===== src/rtl/seq_detect_scheduler_pkg.sv =====
// Shared types and constants for the time-shared bit-serial pattern matcher.
package seq_detect_pkg;

  typedef enum logic [1:0] {
    IDLE,
    SHIFT,
    REPORT
  } state_t;

  localparam int unsigned DEF_PAT_LEN = 3;
  localparam logic [2:0]  DEF_PAT     = 3'b101;
  localparam int unsigned HIT_CNT_W   = 4;
  localparam int unsigned BYTE_BITS   = 8;

endpackage


===== src/rtl/seq_detect_scheduler_if.sv =====
// Requester / report bundle of seq_detect_scheduler.
// The master drives requests; the slave (the scheduler) answers with ack and hit reports.
interface seq_detect_scheduler_if
  import seq_detect_pkg::*;
#(
  parameter int unsigned NUM_CH = 4
);

  logic [NUM_CH-1:0]           req;
  logic [NUM_CH*BYTE_BITS-1:0] data;
  logic [NUM_CH-1:0]           ack;
  logic                        busy;
  logic                        hit_valid;
  logic [$clog2(NUM_CH)-1:0]   hit_ch;
  logic [HIT_CNT_W-1:0]        hit_cnt;

  modport master (
    output req, data,
    input  ack, busy, hit_valid, hit_ch, hit_cnt
  );

  modport slave (
    input  req, data,
    output ack, busy, hit_valid, hit_ch, hit_cnt
  );

endinterface


===== src/rtl/seq_window_step.sv =====
// One bit step of the overlapping pattern window: match test plus next history/fill.
module seq_window_step #(
  parameter int unsigned PAT_LEN = 3,
  parameter int unsigned FILL_W  = 2
) (
  input  logic [PAT_LEN-2:0] hist_i,
  input  logic [FILL_W-1:0]  fill_i,
  input  logic               b_i,
  input  logic [PAT_LEN-1:0] pattern_i,
  output logic               match_o,
  output logic [PAT_LEN-2:0] hist_o,
  output logic [FILL_W-1:0]  fill_o
);

  logic full;

  assign full    = (fill_i == FILL_W'(PAT_LEN - 1));
  assign match_o = full && ({hist_i, b_i} == pattern_i);
  assign fill_o  = full ? fill_i : fill_i + FILL_W'(1);

  if (PAT_LEN == 2) begin : g_hist_one
    assign hist_o = b_i;
  end else begin : g_hist_wide
    assign hist_o = {hist_i[PAT_LEN-3:0], b_i};
  end

endmodule


===== src/rtl/seq_detect_scheduler.sv =====
// Round-robin scheduler sharing one bit-serial overlapping pattern matcher among
// NUM_CH byte requesters, with per-channel detection context.
// Optional feature macro: SEQ_SCHED_CFG_PATTERN_EN (adds cfg_pattern, sampled at grant).
module seq_detect_scheduler
  import seq_detect_pkg::*;
#(
  parameter int unsigned        NUM_CH  = 4,
  parameter int unsigned        PAT_LEN = DEF_PAT_LEN,
  parameter logic [PAT_LEN-1:0] PAT     = PAT_LEN'(DEF_PAT)
) (
  input logic                   clk,
  input logic                   rst,
`ifdef SEQ_SCHED_CFG_PATTERN_EN
  input logic [PAT_LEN-1:0]     cfg_pattern,
`endif
  seq_detect_scheduler_if.slave bus
);

  localparam int unsigned CH_W   = $clog2(NUM_CH);
  localparam int unsigned HW     = PAT_LEN - 1;
  localparam int unsigned FILL_W = $clog2(PAT_LEN);
  localparam int unsigned BC_W   = $clog2(BYTE_BITS);

  state_t                 state_q;
  logic [BYTE_BITS-1:0]   byte_q;
  logic [BC_W-1:0]        bit_cnt_q;
  logic [HIT_CNT_W-1:0]   acc_q;
  logic [CH_W-1:0]        grant_q;
  logic [CH_W-1:0]        rr_q;
  logic [HW-1:0]          cur_hist_q;
  logic [FILL_W-1:0]      cur_fill_q;
  logic [PAT_LEN-1:0]     pat_q;
  logic [HW-1:0]          hist_q [NUM_CH];
  logic [FILL_W-1:0]      fill_q [NUM_CH];
  logic [NUM_CH-1:0]      ack_q;
  logic                   busy_q;
  logic                   hit_valid_q;
  logic [CH_W-1:0]        hit_ch_q;
  logic [HIT_CNT_W-1:0]   hit_cnt_q;

  logic                   gnt_found_d;
  logic [CH_W-1:0]        gnt_d;
  logic [CH_W-1:0]        rr_d;
  logic [BYTE_BITS-1:0]   gnt_byte_d;
  logic [NUM_CH-1:0]      ack_d;
  logic [PAT_LEN-1:0]     pat_d;
  logic                   step_match;
  logic [HW-1:0]          step_hist;
  logic [FILL_W-1:0]      step_fill;

`ifdef SEQ_SCHED_CFG_PATTERN_EN
  assign pat_d = cfg_pattern;
`else
  assign pat_d = PAT;
`endif

  // First requesting channel at or after the round-robin pointer, wrapping.
  always_comb begin
    int unsigned idx;
    idx         = 0;
    gnt_found_d = 1'b0;
    gnt_d       = '0;
    gnt_byte_d  = '0;
    ack_d       = '0;
    for (int unsigned k = 0; k < NUM_CH; k++) begin
      idx = (32'(rr_q) + k) % NUM_CH;
      if (!gnt_found_d && bus.req[idx]) begin
        gnt_found_d = 1'b1;
        gnt_d       = CH_W'(idx);
        gnt_byte_d  = bus.data[idx*BYTE_BITS +: BYTE_BITS];
        ack_d       = '0;
        ack_d[idx]  = 1'b1;
      end
    end
  end

  assign rr_d = (32'(gnt_d) == NUM_CH - 1) ? '0 : gnt_d + CH_W'(1);

  seq_window_step #(
    .PAT_LEN (PAT_LEN),
    .FILL_W  (FILL_W)
  ) u_step (
    .hist_i    (cur_hist_q),
    .fill_i    (cur_fill_q),
    .b_i       (byte_q[BYTE_BITS-1]),
    .pattern_i (pat_q),
    .match_o   (step_match),
    .hist_o    (step_hist),
    .fill_o    (step_fill)
  );

  // Grant / shift / report FSM with registered outputs and per-channel context.
  always_ff @(posedge clk or posedge rst) begin
    if (rst) begin
      state_q     <= IDLE;
      byte_q      <= '0;
      bit_cnt_q   <= '0;
      acc_q       <= '0;
      grant_q     <= '0;
      rr_q        <= '0;
      cur_hist_q  <= '0;
      cur_fill_q  <= '0;
      pat_q       <= '0;
      ack_q       <= '0;
      busy_q      <= 1'b0;
      hit_valid_q <= 1'b0;
      hit_ch_q    <= '0;
      hit_cnt_q   <= '0;
      for (int unsigned i = 0; i < NUM_CH; i++) begin
        hist_q[i] <= '0;
        fill_q[i] <= '0;
      end
    end else begin
      case (state_q)
        IDLE: begin
          hit_valid_q <= 1'b0;
          ack_q       <= '0;
          busy_q      <= 1'b0;
          if (gnt_found_d) begin
            byte_q     <= gnt_byte_d;
            cur_hist_q <= hist_q[gnt_d];
            cur_fill_q <= fill_q[gnt_d];
            bit_cnt_q  <= '0;
            acc_q      <= '0;
            grant_q    <= gnt_d;
            rr_q       <= rr_d;
            pat_q      <= pat_d;
            ack_q      <= ack_d;
            busy_q     <= 1'b1;
            state_q    <= SHIFT;
          end
        end
        SHIFT: begin
          ack_q      <= '0;
          cur_hist_q <= step_hist;
          cur_fill_q <= step_fill;
          byte_q     <= {byte_q[BYTE_BITS-2:0], 1'b0};
          bit_cnt_q  <= bit_cnt_q + BC_W'(1);
          if (step_match) begin
            acc_q <= acc_q + HIT_CNT_W'(1);
          end
          if (bit_cnt_q == BC_W'(BYTE_BITS - 1)) begin
            state_q <= REPORT;
          end
        end
        REPORT: begin
          hist_q[grant_q] <= cur_hist_q;
          fill_q[grant_q] <= cur_fill_q;
          hit_valid_q     <= 1'b1;
          hit_ch_q        <= grant_q;
          hit_cnt_q       <= acc_q;
          // Pending requests keep busy high through the one IDLE cycle before the next grant.
          busy_q          <= |bus.req;
          state_q         <= IDLE;
        end
        default: begin
          state_q <= IDLE;
        end
      endcase
    end
  end

  assign bus.ack       = ack_q;
  assign bus.busy      = busy_q;
  assign bus.hit_valid = hit_valid_q;
  assign bus.hit_ch    = hit_ch_q;
  assign bus.hit_cnt   = hit_cnt_q;

endmodule


===== src/flat_wrapper.sv =====
// flat-port wrapper written by rule: the top's interface ports become plain ports
module seq_detect_scheduler_flat import seq_detect_pkg::*;
#(
  parameter int unsigned        NUM_CH  = 4,
  parameter int unsigned        PAT_LEN = DEF_PAT_LEN,
  parameter logic [PAT_LEN-1:0] PAT     = PAT_LEN'(DEF_PAT)
)
  (clk, rst, bus_req, bus_data, bus_ack, bus_busy, bus_hit_valid, bus_hit_ch, bus_hit_cnt);
  seq_detect_scheduler_if #(.NUM_CH(NUM_CH)) bus_i ();
  input logic clk;
  input logic rst;
  input wire logic [$bits(bus_i.req)-1:0] bus_req;
  input wire logic [$bits(bus_i.data)-1:0] bus_data;
  output wire logic [$bits(bus_i.ack)-1:0] bus_ack;
  output wire logic [$bits(bus_i.busy)-1:0] bus_busy;
  output wire logic [$bits(bus_i.hit_valid)-1:0] bus_hit_valid;
  output wire logic [$bits(bus_i.hit_ch)-1:0] bus_hit_ch;
  output wire logic [$bits(bus_i.hit_cnt)-1:0] bus_hit_cnt;
  assign bus_i.req = bus_req;
  assign bus_i.data = bus_data;
  assign bus_ack = bus_i.ack;
  assign bus_busy = bus_i.busy;
  assign bus_hit_valid = bus_i.hit_valid;
  assign bus_hit_ch = bus_i.hit_ch;
  assign bus_hit_cnt = bus_i.hit_cnt;
  seq_detect_scheduler #(.NUM_CH(NUM_CH), .PAT_LEN(PAT_LEN), .PAT(PAT)) u_core (.clk(clk), .rst(rst), .bus(bus_i));
endmodule

===== config.mk =====
export PLATFORM = sky130hd
export DESIGN_NAME = seq_detect_scheduler_flat
export DESIGN_NICKNAME = d
export VERILOG_FILES = /design/src/rtl/seq_detect_scheduler_pkg.sv /design/src/rtl/seq_detect_scheduler_if.sv /design/src/rtl/seq_window_step.sv /design/src/rtl/seq_detect_scheduler.sv /design/src/flat_wrapper.sv
export SDC_FILE = /design/constraint.sdc
export NUM_CORES = 1
export LEC_CHECK = 0
export CAP_MARGIN = 0
export CORE_UTILIZATION = 50
export CTS_BUF_LIST = sky130_fd_sc_hd__clkbuf_4 sky130_fd_sc_hd__clkbuf_8 sky130_fd_sc_hd__clkbuf_16
export DETAILED_ROUTE_END_ITERATION = 16
export DONT_BUFFER_PORTS = 1
export PLACE_DENSITY_LB_ADDON = 0.2
export SLEW_MARGIN = 20
export SYNTH_ARGS = -nofsm -noshare
export SYNTH_HDL_FRONTEND = slang
export SYNTH_SLANG_ARGS = --single-unit

===== constraint.sdc =====
create_clock -name clk -period 6.3 [get_ports clk]
set_input_delay 0.63 -clock clk [delete_from_list [all_inputs] [get_ports clk]]
set_output_delay 0.63 -clock clk [all_outputs]
set_load 0.01 [all_outputs]

==> key figures <==
Outcome
  • Status: finished clean

Clocking
  • CTS Hold Buffers Added: 0
  • Post_cts resized: 0
  • Clock sink count: 54
  • CTS root buf: clkbuf_8
  • CTS tree: done
  • Setup repair bufs after CTS: 0
  • TritonCTS Buffers: 5
  • Clk Latency, worst-skew pair: 0.31 ns
  • Htree depth: 2
  • CTS clk-pin slew, worst paths: 0.11 ns
  • Clock Tree Buf Depth: 2

Finish
  • Finished Core Util: 0.537
  • Area occupied by multi-input gates: between 2000 and 2500 um2
  • Fin nets: about 450
  • P&R area growth vs syn: 1.99%
  • Register area: roughly 1400 um2
  • Antenna diodes: 0
  • Filler cell count: 677
  • Layout cell share with drive strength beyond 1: 0.164

Floorplanning
  • Die Y: ~90 um
  • # rows: 31
  • Core Area: 7410 um2
  • Die X: 90.3 um
  • I/O Pins: 50
  • Die Area: 8160 um2
  • Initial Utilization: 0.527

Power and ir drop
  • Internal power: 1.08 mW
  • Leakage: 1.77 nW
  • Clock share of power: 0.104
  • Net Sw Frac: 0.463
  • Sequential share of power: 0.295
  • Sw Pwr: 932 uW
  • Worst IR Drop VDD: 0.241 mV
  • Comb power frac: 0.601
  • Pwr per Cell Area: 506 nW/um2
  • Overall Power: just over 2 mW

STA
  • Setup violators final: 0
  • Setup TNS: 0 ns
  • Final hold violation count: 0
  • Fmax: roughly 300 MHz
  • Clock skew: 0.0151 ns
  • Final hold slack: 0.364 ns
  • Min Tclk post-route: 3.40 ns
  • Slew headroom: 0.391
  • Unrepaired setup endpoints after global routing: no
  • Final Max Tran Viols: 0
  • Worst Tran Pin Value: 0.911 ns
  • Final period util: 0.540

Synthesis
  • Number of synthesized flops with an enable pin: 0
  • Primary FF master, synth: dfrtp_1
  • Syn_area_per_cell: 9.18 um2
  • Synth async-reset ratio: 1.00
  • Distinct cells, synth: 56
  • Post-synthesis register bit count: between 50 and 60
  • Post-Synthesis Cell Area: just under 4000 um2
  • Sequential area share after synthesis: 0.346
  • Syn_nets: 472
  • Yosys warning count: 0
  • Post-Synthesis Cells: 425

Critical path
  • Critical Path RT: ~6.6 ns
  • Critical path origin: u_core.rr_q[0]
  • CP Class: reg2reg
  • WP buf/inv: 3
  • Crit-path cells: buf_4 > inv_2 > ha_1 > buf_4 > or3_1 > a211oi_2 > a22oi_1 > o21ai_0 > a22o_1
  • Stages on worst setup path: 9
  • Critical path's most frequent cell: buf_4
  • Crit path DAT: between 3 and 4 ns
  • Crit path max-delay family: compound AO/OA/AOI/OAI gates
  • Worst R2R Path Depth: 9
  • Crit path max-delay cell type: a211oi_2
  • Worst reg2reg path startpoint: u_core.rr_q[0]
  • Worst path max stage delay: slightly below 0.8 ns
  • Worst setup EP type: register
  • Max FO, Critical Path: 54
  • Startpoint type of the worst setup path: register

Run
  • Max Cap Viol: 0

Min path
  • Worst Hold Class: in2async

Drt
  • Drt total wl: 8580 um
  • Antenna viol nets, final: 0
  • First-pass DRT Iterations: 7
  • DR iter-0 viols: roughly 190
  • Remaining DRCs: 0
  • Via density: just over 6
  • Vias: 3,132
  • Routed len/inst: 16.9 um

Global route
  • Vias in the first global route: 2,960
  • GRT overflow: 0
  • Largest net degree at the start of global routing: 55
  • Global-route wire length before repair: roughly 15,000 um
  • Initial antenna violation count: 0
  • GRT Resource Usage Total: 0.216

Placed design
  • Post-DP HPWL: 6120 um
  • # port buffers: 0
  • GPL Wtd Cong: 0.853
through the flow:
| stage | setup slack, ns | cell area [um2] | instances |
|---|---|---|---|
| after CTS | 2.92 | 3980 | 507 |
| after global routing | 2.62 | 3980 | 507 |
| after floorplan | 3.84 | 3900 | 425 |
| final | 2.90 | 3980 | 507 |
| after global placement | 3.04 | 3880 | 499 |
| after detailed placement | 2.92 | 3880 | 499 |
power groups by stage:
stage / Clock (mW) / Combinational, mW / Sequential [mW]
after global placement: 0 / 1.18 / 0.596
after global routing: 0.228 / 1.36 / 0.612
after CTS: 0.215 / 1.20 / 0.594
after detailed placement: 0 / 1.20 / 0.600
final: 0.209 / 1.21 / 0.594
after floorplan: 0 / 1.06 / 0.564
registers in the layout, indices dropped and copies added (netlist names), 3 cells and up:
name / cells
u_core.hist_q: 8
u_core.bus.ack: 4
u_core.bus.hit_cnt: 4
u_core.fill_q: 8
u_core.acc_q: 4
u_core.bit_cnt_q: 3
u_core.byte_q: 8
synthesized netlist by cell type, types with 2 or more instances:
| cell | count | area, um2 |
|---|---|---|
| or3_1 | 4 | 25.0 |
| o21ai_1 | 8 | 40.0 |
| and3_1 | 5 | 31.3 |
| a221oi_1 | 7 | 61.3 |
| o211ai_1 | 2 | 15.0 |
| nand3_1 | 9 | 45.0 |
| nor2b_1 | 2 | 12.5 |
| mux2i_1 | 25 | 250 |
| a21o_1 | 2 | 15.0 |
| and2_1 | 3 | 18.8 |
| a211oi_2 | 2 | 25.0 |
| a22oi_2 | 2 | 25.0 |
| clkbuf_1 | 12 | 45.0 |
| mux4_2 | 4 | 90.1 |
| buf_6 | 6 | 67.6 |
| nand2_1 | 57 | 214 |
| o31ai_1 | 2 | 15.0 |
| nor4b_1 | 4 | 35.0 |
| a21oi_1 | 18 | 90.1 |
| o22ai_1 | 8 | 50.1 |
| inv_1 | 8 | 30.0 |
| a211oi_1 | 9 | 67.6 |
| mux2_2 | 31 | 349 |
| a22o_1 | 4 | 35.0 |
| nor4_1 | 2 | 12.5 |
| ha_1 | 9 | 113 |
| a211o_1 | 2 | 17.5 |
| nand2b_1 | 5 | 31.3 |
| nor3_1 | 3 | 15.0 |
| a22oi_1 | 13 | 97.6 |
| o21ai_0 | 37 | 185 |
| buf_2 | 10 | 50.1 |
| nor2_1 | 30 | 113 |
| mux2_4 | 5 | 75.1 |
| dfrtp_1 | 54 | 1350 |
routing by layer:
layer | GRT usage | share of wire
met1 | 0.320 | 0.48
met2 | 0.347 | 0.47
met3 | 0.0202 | 0.041
met4 | 0.0376 | 0.0062
met5 | 0 | 0
placed cells by master, fill, tap and decap left out, types with 13 or more instances in the layout:
| cell type | synthesis | layout |
|---|---|---|
| nand2_1 | 57 | 57 |
| dfrtp_1 | 54 | 53 |
| o21ai_0 | 37 | 37 |
| mux2_2 | 31 | 31 |
| nor2_1 | 30 | 30 |
| mux2i_1 | 25 | 25 |
| a21oi_1 | 18 | 18 |
| a22oi_1 | 13 | 13 |
logic make-up after synthesis:
kind of cell | synth area share
flops | 0.346
mux | 0.196
buf+inv | 0.0584
fa+ha+maj | 0.0289
simple gates | 0.153
compound gates | 0.213
xor+xnor | 0.00449
worst register-to-register path, stage by stage, from the launching register on:
cell and delay [ns]:
dfrtp_2 0.35, buf_4 0.54, inv_2 0.23, ha_1 0.34
buf_4 0.25, or3_1 0.42, a211oi_2 0.79, a22oi_1 0.15
o21ai_0 0.14, a22o_1 0.14
worst paths after layout:
check / to / slack (ns)
max in group asynchronous: u_core.rr_q[0] / 5.43
max: u_core.bus.ack[1] / 2.90
max reg2reg: u_core.bus.ack[1] / 2.90
min reg2reg: u_core.bus.hit_cnt[3] / 0.50
min: u_core.hist_q[0] / 0.36
min in group clk: u_core.bus.hit_cnt[3] / 0.50
final cells by class:
type                       instances  area share
tap                               99      0.0311
timing repair buffer               6      0.0113
sequential                        54       0.340
multi-input combinational        331       0.584
clock inverter                     2     0.00409
inverter                           9     0.00849
clock buffer                       6      0.0208
No activity file was read; power rests on OpenSTA's default activity.
